**config.mk**
```make
export PLATFORM = sky130hd
export DESIGN_NAME = slice_component_scheduler
export DESIGN_NICKNAME = d
export VERILOG_FILES = /design/src/rtl/prores_enc_pkg.sv /design/src/rtl/pass_cycle_counter.sv /design/src/rtl/slice_component_scheduler.sv
export SDC_FILE = /design/constraint.sdc
export NUM_CORES = 1
export LEC_CHECK = 0
export ABC_AREA = 1
export BUFFER_PORTS_ARGS = -buffer_cell sky130_fd_sc_hd__clkbuf_2
export CORE_MARGIN = 10
export CORE_UTILIZATION = 49
export DETAILED_ROUTE_END_ITERATION = 8
export PLACE_DENSITY = 0.76
export REMOVE_ABC_BUFFERS = 1
export SYNTH_ARGS = -nofsm -noshare
export SYNTH_HDL_FRONTEND = slang
export SYNTH_SLANG_ARGS = --single-unit
```
**constraint.sdc**
```tcl
create_clock -name clock -period 3.9 [get_ports clock]
set_input_delay 0.195 -clock clock [delete_from_list [all_inputs] [get_ports clock]]
set_output_delay 0.195 -clock clock [all_outputs]
set_load 0.01 [all_outputs]
```
**src/rtl/prores_enc_pkg.sv**
```systemverilog
// Shared types and helpers for the slice encode scheduler.
// Covers the scheduler state encoding, the component indices and the mb_count legality test.
package prores_enc_pkg;

  typedef enum logic [2:0] {
    IDLE,
    LOAD,
    RUN,
    GAP,
    DONE
  } sched_state_t;

  localparam logic [1:0] COMP_Y  = 2'd0;
  localparam logic [1:0] COMP_CB = 2'd1;
  localparam logic [1:0] COMP_CR = 2'd2;

  // Legal slice sizes are the powers of two up to max_mb.
  function automatic logic is_legal_mb(input logic [3:0] mb, input int unsigned max_mb);
    return (mb != 4'd0) && ((mb & (mb - 4'd1)) == 4'd0) && ({28'd0, mb} <= max_mb);
  endfunction

endpackage

```
**src/rtl/pass_cycle_counter.sv**
```systemverilog
// Loadable down-counter that times one datapath pass.
// The zero flag marks the last cycle of the pass.
module pass_cycle_counter #(
  parameter int unsigned W = 32
) (
  input  logic         clock,
  input  logic         reset,
  input  logic         load,
  input  logic         dec,
  input  logic [W-1:0] load_val,
  output logic         zero
);

  logic [W-1:0] count;

  always_ff @(posedge clock or posedge reset) begin
    if (reset)                    count <= '0;
    else if (load)                count <= load_val;
    else if (dec && count != '0)  count <= count - 1'b1;
  end

  assign zero = (count == '0);

endmodule

```
**src/rtl/slice_component_scheduler.sv**
```systemverilog
// Steps the component datapath through the Y, Cb and Cr passes of a slice.
// Pass completion is count-based because the datapath has no done signal.
module slice_component_scheduler
  import prores_enc_pkg::*;
#(
  parameter int unsigned RUN_BASE      = 16,
  parameter int unsigned RUN_PER_BLOCK = 64,
  parameter int unsigned MAX_MB        = 8
) (
  input  logic        clock,
  input  logic        reset,
  input  logic        start,
  input  logic        abort,
  input  logic [3:0]  mb_count,
  input  logic [31:0] y_offset,
  input  logic [31:0] cb_offset,
  input  logic [31:0] cr_offset,
  output logic        component_reset_n,
  output logic        is_y,
  output logic [31:0] block_num,
  output logic [31:0] offset,
  output logic [1:0]  comp_idx,
  output logic        busy,
  output logic        done,
  output logic        err
);

  sched_state_t state, state_nxt;

  logic [3:0]  mb_q;
  logic [31:0] cb_off_q, cr_off_q;
  logic [31:0] run_len_m1;
  logic        start_ok, start_bad;
  logic        cnt_load, cnt_dec, cnt_zero;

  assign start_ok  = (state == IDLE) && start &&  is_legal_mb(mb_count, MAX_MB);
  assign start_bad = (state == IDLE) && start && !is_legal_mb(mb_count, MAX_MB);

  // block_num already holds the upcoming pass's count in LOAD and GAP.
  assign run_len_m1 = RUN_BASE + block_num * RUN_PER_BLOCK - 32'd1;

  pass_cycle_counter #(.W(32)) u_cnt (
    .clock    (clock),
    .reset    (reset),
    .load     (cnt_load),
    .dec      (cnt_dec),
    .load_val (run_len_m1),
    .zero     (cnt_zero)
  );

  always_ff @(posedge clock or posedge reset) begin
    if (reset) state <= IDLE;
    else        state <= state_nxt;
  end

  always_comb begin
    state_nxt = state;
    cnt_load  = 1'b0;
    cnt_dec   = 1'b0;
    case (state)
      IDLE: if (start_ok) state_nxt = LOAD;
      LOAD: begin
        cnt_load  = 1'b1;
        state_nxt = RUN;
      end
      RUN: begin
        cnt_dec = 1'b1;
        if (cnt_zero) state_nxt = (comp_idx < COMP_CR) ? GAP : DONE;
      end
      GAP: begin
        cnt_load  = 1'b1;
        state_nxt = RUN;
      end
      DONE:    state_nxt = IDLE;
      default: state_nxt = IDLE;
    endcase
    // Cancel wins over any pass-end transition.
    if (abort && state != IDLE) begin
      state_nxt = IDLE;
      cnt_load  = 1'b0;
      cnt_dec   = 1'b0;
    end
  end

  // Outputs are registered off the next state so they line up with the state they describe.
  always_ff @(posedge clock or posedge reset) begin
    if (reset) begin
      component_reset_n <= 1'b0;
      is_y              <= 1'b0;
      block_num         <= '0;
      offset            <= '0;
      comp_idx          <= COMP_Y;
      busy              <= 1'b0;
      done              <= 1'b0;
      err               <= 1'b0;
      mb_q              <= '0;
      cb_off_q          <= '0;
      cr_off_q          <= '0;
    end else begin
      component_reset_n <= (state_nxt == RUN);
      busy              <= (state_nxt == LOAD) || (state_nxt == RUN) || (state_nxt == GAP);
      done              <= (state_nxt == DONE);
      err               <= start_bad;
      if (start_ok) begin
        mb_q      <= mb_count;
        cb_off_q  <= cb_offset;
        cr_off_q  <= cr_offset;
        is_y      <= 1'b1;
        comp_idx  <= COMP_Y;
        block_num <= {28'd0, mb_count} << 2;
        offset    <= y_offset;
      end else if (state == RUN && state_nxt == GAP) begin
        is_y      <= 1'b0;
        comp_idx  <= comp_idx + 2'd1;
        block_num <= {28'd0, mb_q} << 1;
        offset    <= (comp_idx == COMP_Y) ? cb_off_q : cr_off_q;
      end
    end
  end

endmodule

```
=== Word-level counts from Yosys, hierarchy flattened ===
Cells that the tools add are included.
Widths: inputs -> output; s select.

* Bitwise logic cells: 1
* Mux-type cells: 20
* Equal/unequal tests: 7
* $lt $le $gt $ge: 2
* Add/sub/neg operators: 5
* Reductions and logical operators: 21

{| class="wikitable"
|+ Operators with widths
! cell !! number
|-
| $mux 32 || 7
|-
| $sub 32x1->32 const B || 2
|-
| $add 5x32->32 const A || 1
|-
| $logic_not 32->1 || 1
|-
| $reduce_bool 32->1 || 1
|-
| $eq 3x2->1 const B || 4
|-
| $mux 3 || 4
|-
| $pmux 3 s3 || 1
|-
| $logic_and 1x1->1 || 8
|-
| $eq 3x1->1 const B || 2
|-
| $mux 1 || 6
|-
| $and 4x4->4 || 1
|-
| $le 4x4->1 const B || 1
|-
| $logic_not 4->1 || 1
|-
| $mux 2 || 2
|-
| $reduce_bool 2->1 || 2
|-
| $reduce_bool 4->1 || 1
|-
| $sub 4x1->4 const B || 1
|-
| $eq 3x3->1 const B || 1
|-
| $logic_not 3->1 || 1
|-
| $reduce_bool 3->1 || 1
|-
| $add 2x1->2 const B || 1
|-
| $logic_not 2->1 || 1
|-
| $logic_or 1x1->1 || 2
|-
| other kinds (3) || 3
|}

* Logic and storage cells: 69
* Flip-flop bits (word level): 174
* Output and inout bits: 71

=== Depth between registers and ports, before layout ===
* Depth after elaboration: 13
* Gate-level depth with buffers: 14
* Mapped depth without buffers: 12

=== Hierarchy ===
From an unflattened synthesis, not the netlist that was laid out.

* Cell total of the unflattened synthesis: 1096
* Area total of the unflattened synthesis: 8137.8 um2

{| class="wikitable"
|+ Modules (own cells, without submodules)
! module !! seq. area each (um2) !! cells an instance !! area an instance (um2) !! times used
|-
| slice_component_scheduler || 2877.8 || 680 || 5617.9 || 1
|-
| pass_cycle_counter || 800.8 || 416 || 2519.9 || 1
|}

=== Worst setup path before layout ===
Ideal clock, no wire load.

* Path kind: reg2reg
* Start point: reg u_cnt.count[0]
* End point: reg offset[16]
* Slack: 2.163 ns
* Buffers on the path: 2
* Arrival time: 1.621 ns
* Cell stages (with the launch flop): 14
* Cells stage by stage: dfrtp_1 -> inv_1 -> ha_1 -> nand2_1 -> nor2_1 -> nand2_1 -> nor2_1 -> nand3_2 -> nand3_2 -> nand2_1 -> buf_6 -> buf_6 -> nand2_1 -> nand2_1

* Cells in the longest elaborated chain, start to end: 7

{| class="wikitable"
|+ Ends and longest elaborated chain
! item !! line !! RTL
|-
| start, declared || pass_cycle_counter.sv:14 || <nowiki>logic [W-1:0] count;</nowiki>
|-
| start signal, assigned || pass_cycle_counter.sv:18 || <nowiki>else if (load) count <= load_val;</nowiki>
|-
| start signal, assigned || pass_cycle_counter.sv:19 || <nowiki>else if (dec && count != '0) count <= count - 1'b1;</nowiki>
|-
| $logic_not 32->1 || pass_cycle_counter.sv:22 || <nowiki>assign zero = (count == '0);</nowiki>
|-
| $mux 3 || slice_component_scheduler.sv:68 || <nowiki>if (cnt_zero) state_nxt = (comp_idx < COMP_CR) ? GAP : DONE;</nowiki>
|-
| $pmux 3 s3 || slice_component_scheduler.sv:60 || <nowiki>case (state)</nowiki>
|-
| $mux 3 || slice_component_scheduler.sv:78 || <nowiki>if (abort && state != IDLE) begin</nowiki>
|-
| $eq 3x2->1 || slice_component_scheduler.sv:112 || <nowiki>end else if (state == RUN && state_nxt == GAP) begin</nowiki>
|-
| $logic_and 1x1->1 || slice_component_scheduler.sv:112 ||
|-
| $reduce_bool 2->1 (no source line) || -- ||
|-
| end signal, assigned || slice_component_scheduler.sv:111 || <nowiki>offset <= y_offset;</nowiki>
|-
| end signal, assigned || slice_component_scheduler.sv:116 || <nowiki>offset <= (comp_idx == COMP_Y) ? cb_off_q : cr_off_q;</nowiki>
|-
| end, declared || slice_component_scheduler.sv:21 || <nowiki>output logic [31:0] offset,</nowiki>
|}

Every way passes these cells.
A chain may end at the register's enable or synchronous reset.

=== Final worst setup path ===
* Start point: reg state[2]
* End point: reg offset[10]

* Cells in the longest elaborated chain, start to end: 9
* Elaborated cells on any way between the ends: 17

{| class="wikitable"
|+ Ends and longest elaborated chain
! item !! line !! RTL
|-
| start, declared || slice_component_scheduler.sv:28 || <nowiki>sched_state_t state, state_nxt;</nowiki>
|-
| start signal, assigned || slice_component_scheduler.sv:53 || <nowiki>else state <= state_nxt;</nowiki>
|-
| $logic_not 3->1 || slice_component_scheduler.sv:36, slice_component_scheduler.sv:60 ||
|-
| $logic_and 1x1->1 (2 in a row) || slice_component_scheduler.sv:36 || <nowiki>assign start_ok = (state == IDLE) && start && is_legal_mb(mb_count, MAX_MB);</nowiki>
|-
| $mux 3 || slice_component_scheduler.sv:61 || <nowiki>IDLE: if (start_ok) state_nxt = LOAD;</nowiki>
|-
| $pmux 3 s3 || slice_component_scheduler.sv:60 ||
|-
| $mux 3 || slice_component_scheduler.sv:78 ||
|-
| $eq 3x2->1 || slice_component_scheduler.sv:112 ||
|-
| $logic_and 1x1->1 || slice_component_scheduler.sv:112 ||
|-
| $reduce_bool 2->1 (no source line) || -- ||
|}

Parallel ways exist; a longest one is shown, timed or not.

==> impl_metrics.tcl <==
set metrics [dict create \
    critical_path.n_buffers_inverters 2 \
    post_synth_edffs 0 \
    core_area_um2 15300 \
    floorplan.io_pins 175 \
    timing_worst_setup_path_type "reg -> reg" \
    synth_top_area_share_pct 48.1 \
    r2r-start "state[2]" \
    fin_crit_sh_pct 63.7 \
    detailedRoute.firstPassIterationCount 5 \
    status "finished with violations" \
    cts_resized 0 \
    r2r-end "offset[10]" \
    finalHoldViolCount 22 \
    final.min_clock_period_ns 2.48 \
    post_synth.cell_area_avg_um2 7.27 \
    syn_to_final_growth_pct 25.4 \
    timing.slew.headroom_pct 24.9 \
    critPathMaxFanout 77 \
    clk_pin_slew_ns 0.07 \
    cts.sink_count 147 \
    detail-route-antenna-nets 0 \
    synth.area.top_cells "dfrtp_1, nand2_1, o21ai_0, nand3_1, nor2_1" \
    synth_fa_ha_area_share_pct 0.490 \
    crit_arrival_ns 2.84 \
    initial_utilization_pct 50.2 \
    postLayoutSetupSlackWorst_ns 1.42 \
    synth.distinct_cells 30 \
    max_cap_violations 0 \
    power.ir.vdd_worst_v 0.000560 \
    wl_per_cell_um 14.4 \
    detail_route.wirelength_um 21000 \
    cp_slowest_stage_delay_ns 0.60 \
    tritoncts "built" \
    die_x_extent_um 145 \
    synthesis.area_um2 7650 \
    grt_max_degree 102 \
    synthCells 1053 \
    static-leakage-power_nw 5.34 \
    grt_pass1_vias 7041 \
    synthFlopType "dfrtp_1" \
    worstSetupEndpointType "flop" \
    part_of_the_yosys_area_used_for_sequential_elements_pct 48.1 \
    tightest_slew_ns 1.13 \
    die_height_um 145 \
    commonest_cells_after_routing_fill_and_taps_aside "nand2_1, dfrtp_1, clkbuf_2" \
    worst-r2r-setup-slack_ns 1.42 \
    grt_antenna_before_repair 0 \
    synth_area_leader_cell "dfrtp_1" \
    antenna-diode-count 0 \
    finalClockSkew_ns 0.0148 \
    postCtsSetupRepairBufs 0 \
    start_kind "flop" \
    cellPowerDensity_nw_per_um2 615 \
    synth-async-reset-ratio_pct 100 \
    worstPathCellList "nor2_1 -> nand3_1 -> a21oi_4 -> buf_4 -> buf_4 -> nand2_1 -> nand2_1 -> nand2_1 -> nand2_1" \
    fmax_mhz 402 \
    std_cell_rows 45 \
    detailedPlace.worstSlack_ns 1.47 \
    clkLatencyLatePin_ns 0.42 \
    fin_util_pct 62.9 \
    routabilityCongestion 0.935 \
    fillerInstances 1311 \
    postCtsHoldBufs 58 \
    setup-violations-final 0 \
    globalRouteOverflowTotal 0 \
    worstHoldPathType "in -> async" \
    clockBufferDepth 2 \
    die_area_um2 21000 \
    critical-path-slowest-cell "buf_4" \
    routed_via_density 4.94 \
    cp_top_family "buffers and inverters" \
    synth_top_family_by_area "simple AND/OR/NAND/NOR gates" \
    place_hpwl_um 13800 \
    clock_root_buffer "clkbuf_16" \
    htree_levels 4 \
    yosys-mux-area-fraction_pct 0 \
    detailroute.via_count 7221 \
    share_of_layout_cells_above_drive_strength_1_pct 16.4 \
    synthSimpleGateAreaFrac_pct 34.1 \
    most_common_cell_after_layout_fill_and_taps_aside "nand2_1" \
    synth-seq-cells 147 \
    cp_data_required_time_ns 4.26 \
    xor_xnor_share_of_the_synthesized_area_pct 1.95 \
    timing.reg2reg.worst_path_depth 9 \
    grt_pass1_wl_um 34900 \
    grt_util_all_layers_pct 19.8 \
    cts-buffers-inserted 17 \
    fin_hold_ws_ns -0.0739 \
    rsz_0062_raised_after_global_routing "no" \
    initialDrtViolationCount 556 \
    buffer_ports.inserted 147 \
    drv_slew 0 \
    nets 1345 \
    crit_path_frequent_cell "nand2_1" \
    failed_checks "negative hold slack" \
    detail_route.drc_violations 0 \
    synthesis.yosys.warnings 0 \
    synth_compound_gate_area_share_pct 5.90 \
]
-- cell type report --
| class | count | area (um2) | share of cell area, % |
|---|---|---|---|
| inverters | 76 | 292 | 3.04 |
| well taps | 211 | 264 | 2.75 |
| repair buffers | 215 | 1390 | 14.5 |
| clock inverters | 13 | 171 | 1.79 |
| multi-input cells | 781 | 3360 | 35.0 |
| flip-flops and latches | 147 | 3680 | 38.3 |
| clock buffers | 19 | 443 | 4.62 |
-- cells in the mapped netlist, types with 2 or more instances --
cell type,n
inv_2,3
o21ai_1,2
nor2_4,2
clkbuf_1,16
nand3_1,73
nand3b_1,2
nand3_2,2
ha_1,3
xor2_1,16
buf_2,26
nand2_2,2
buf_4,28
buf_6,3
nand2_1,465
buf_1,2
dfrtp_1,147
nand4_1,10
inv_1,73
nor2_1,87
o21ai_2,2
o21ai_0,79
nor2_2,2
-- layer usage --
layer | wire, um | global-route usage, % | up-vias
met5 | 0 | 0 | -
met4 | 312 | 6.89 | 0
met3 | 1620 | 6.15 | 22
met2 | 10200 | 31.6 | 257
met1 | 8910 | 24.7 | 3370
li1 | - | - | 3572
-- sequential cells by signal (all words and copies together), names as in the netlist --
| name | flops |
|---|---|
| cb_off_q | 32 |
| mb_q | 4 |
| u_cnt.count | 32 |
| block_num | 5 |
| is_y | 1 |
| offset | 32 |
| comp_idx | 2 |
| busy | 1 |
| err | 1 |
| state | 3 |
| done | 1 |
| cr_off_q | 32 |
| component_reset_n | 1 |
-- worst max path at each step --
stage	from	to	slack, ns	depth (start not counted)
after CTS	state[0]	offset[3]	1.49	9
final	state[2]	offset[10]	1.42	9
after detailed placement	mb_count[0]	offset[3]	1.47	12
after global routing	state[0]	offset[18]	1.21	9
after global placement	mb_count[0]	offset[18]	1.55	12
after floorplan	mb_count[0]	block_num[1]	-2.00	9
-- cell families after synthesis --
logic type	after synthesis
AO/OA/AOI/OAI	87
XOR/XNOR	17
buffers and inverters	151
flip-flops	147
AND/OR/NAND/NOR	647
adder cells (fa/ha/maj)	3
other	1
-- power by group --
group | internal, mW | total, mW | switching [mW] | leakage, nW
combinational | 0.715 | 1.94 | 1.23 | 3.17
sequential | 1.97 | 2.24 | 0.269 | 1.87
clock | 1.04 | 1.72 | 0.682 | 0.301
-- through the flow --
stage               cell area (um2)  total power [mW]  hold slack [ns]  TNS, ns  std cells
finish                         9600              5.90          -0.0739        0       1462
global route                   9600              6.31           0.0159        0       1462
CTS                            9600              5.91         0.000265        0       1462
detailed placement             8400              4.12            0.398        0       1372
global placement               8400              4.08            0.397        0       1372
floorplan                      7310              3.48            0.312  -158.18       1004
Power figures use the tool's default switching activity.
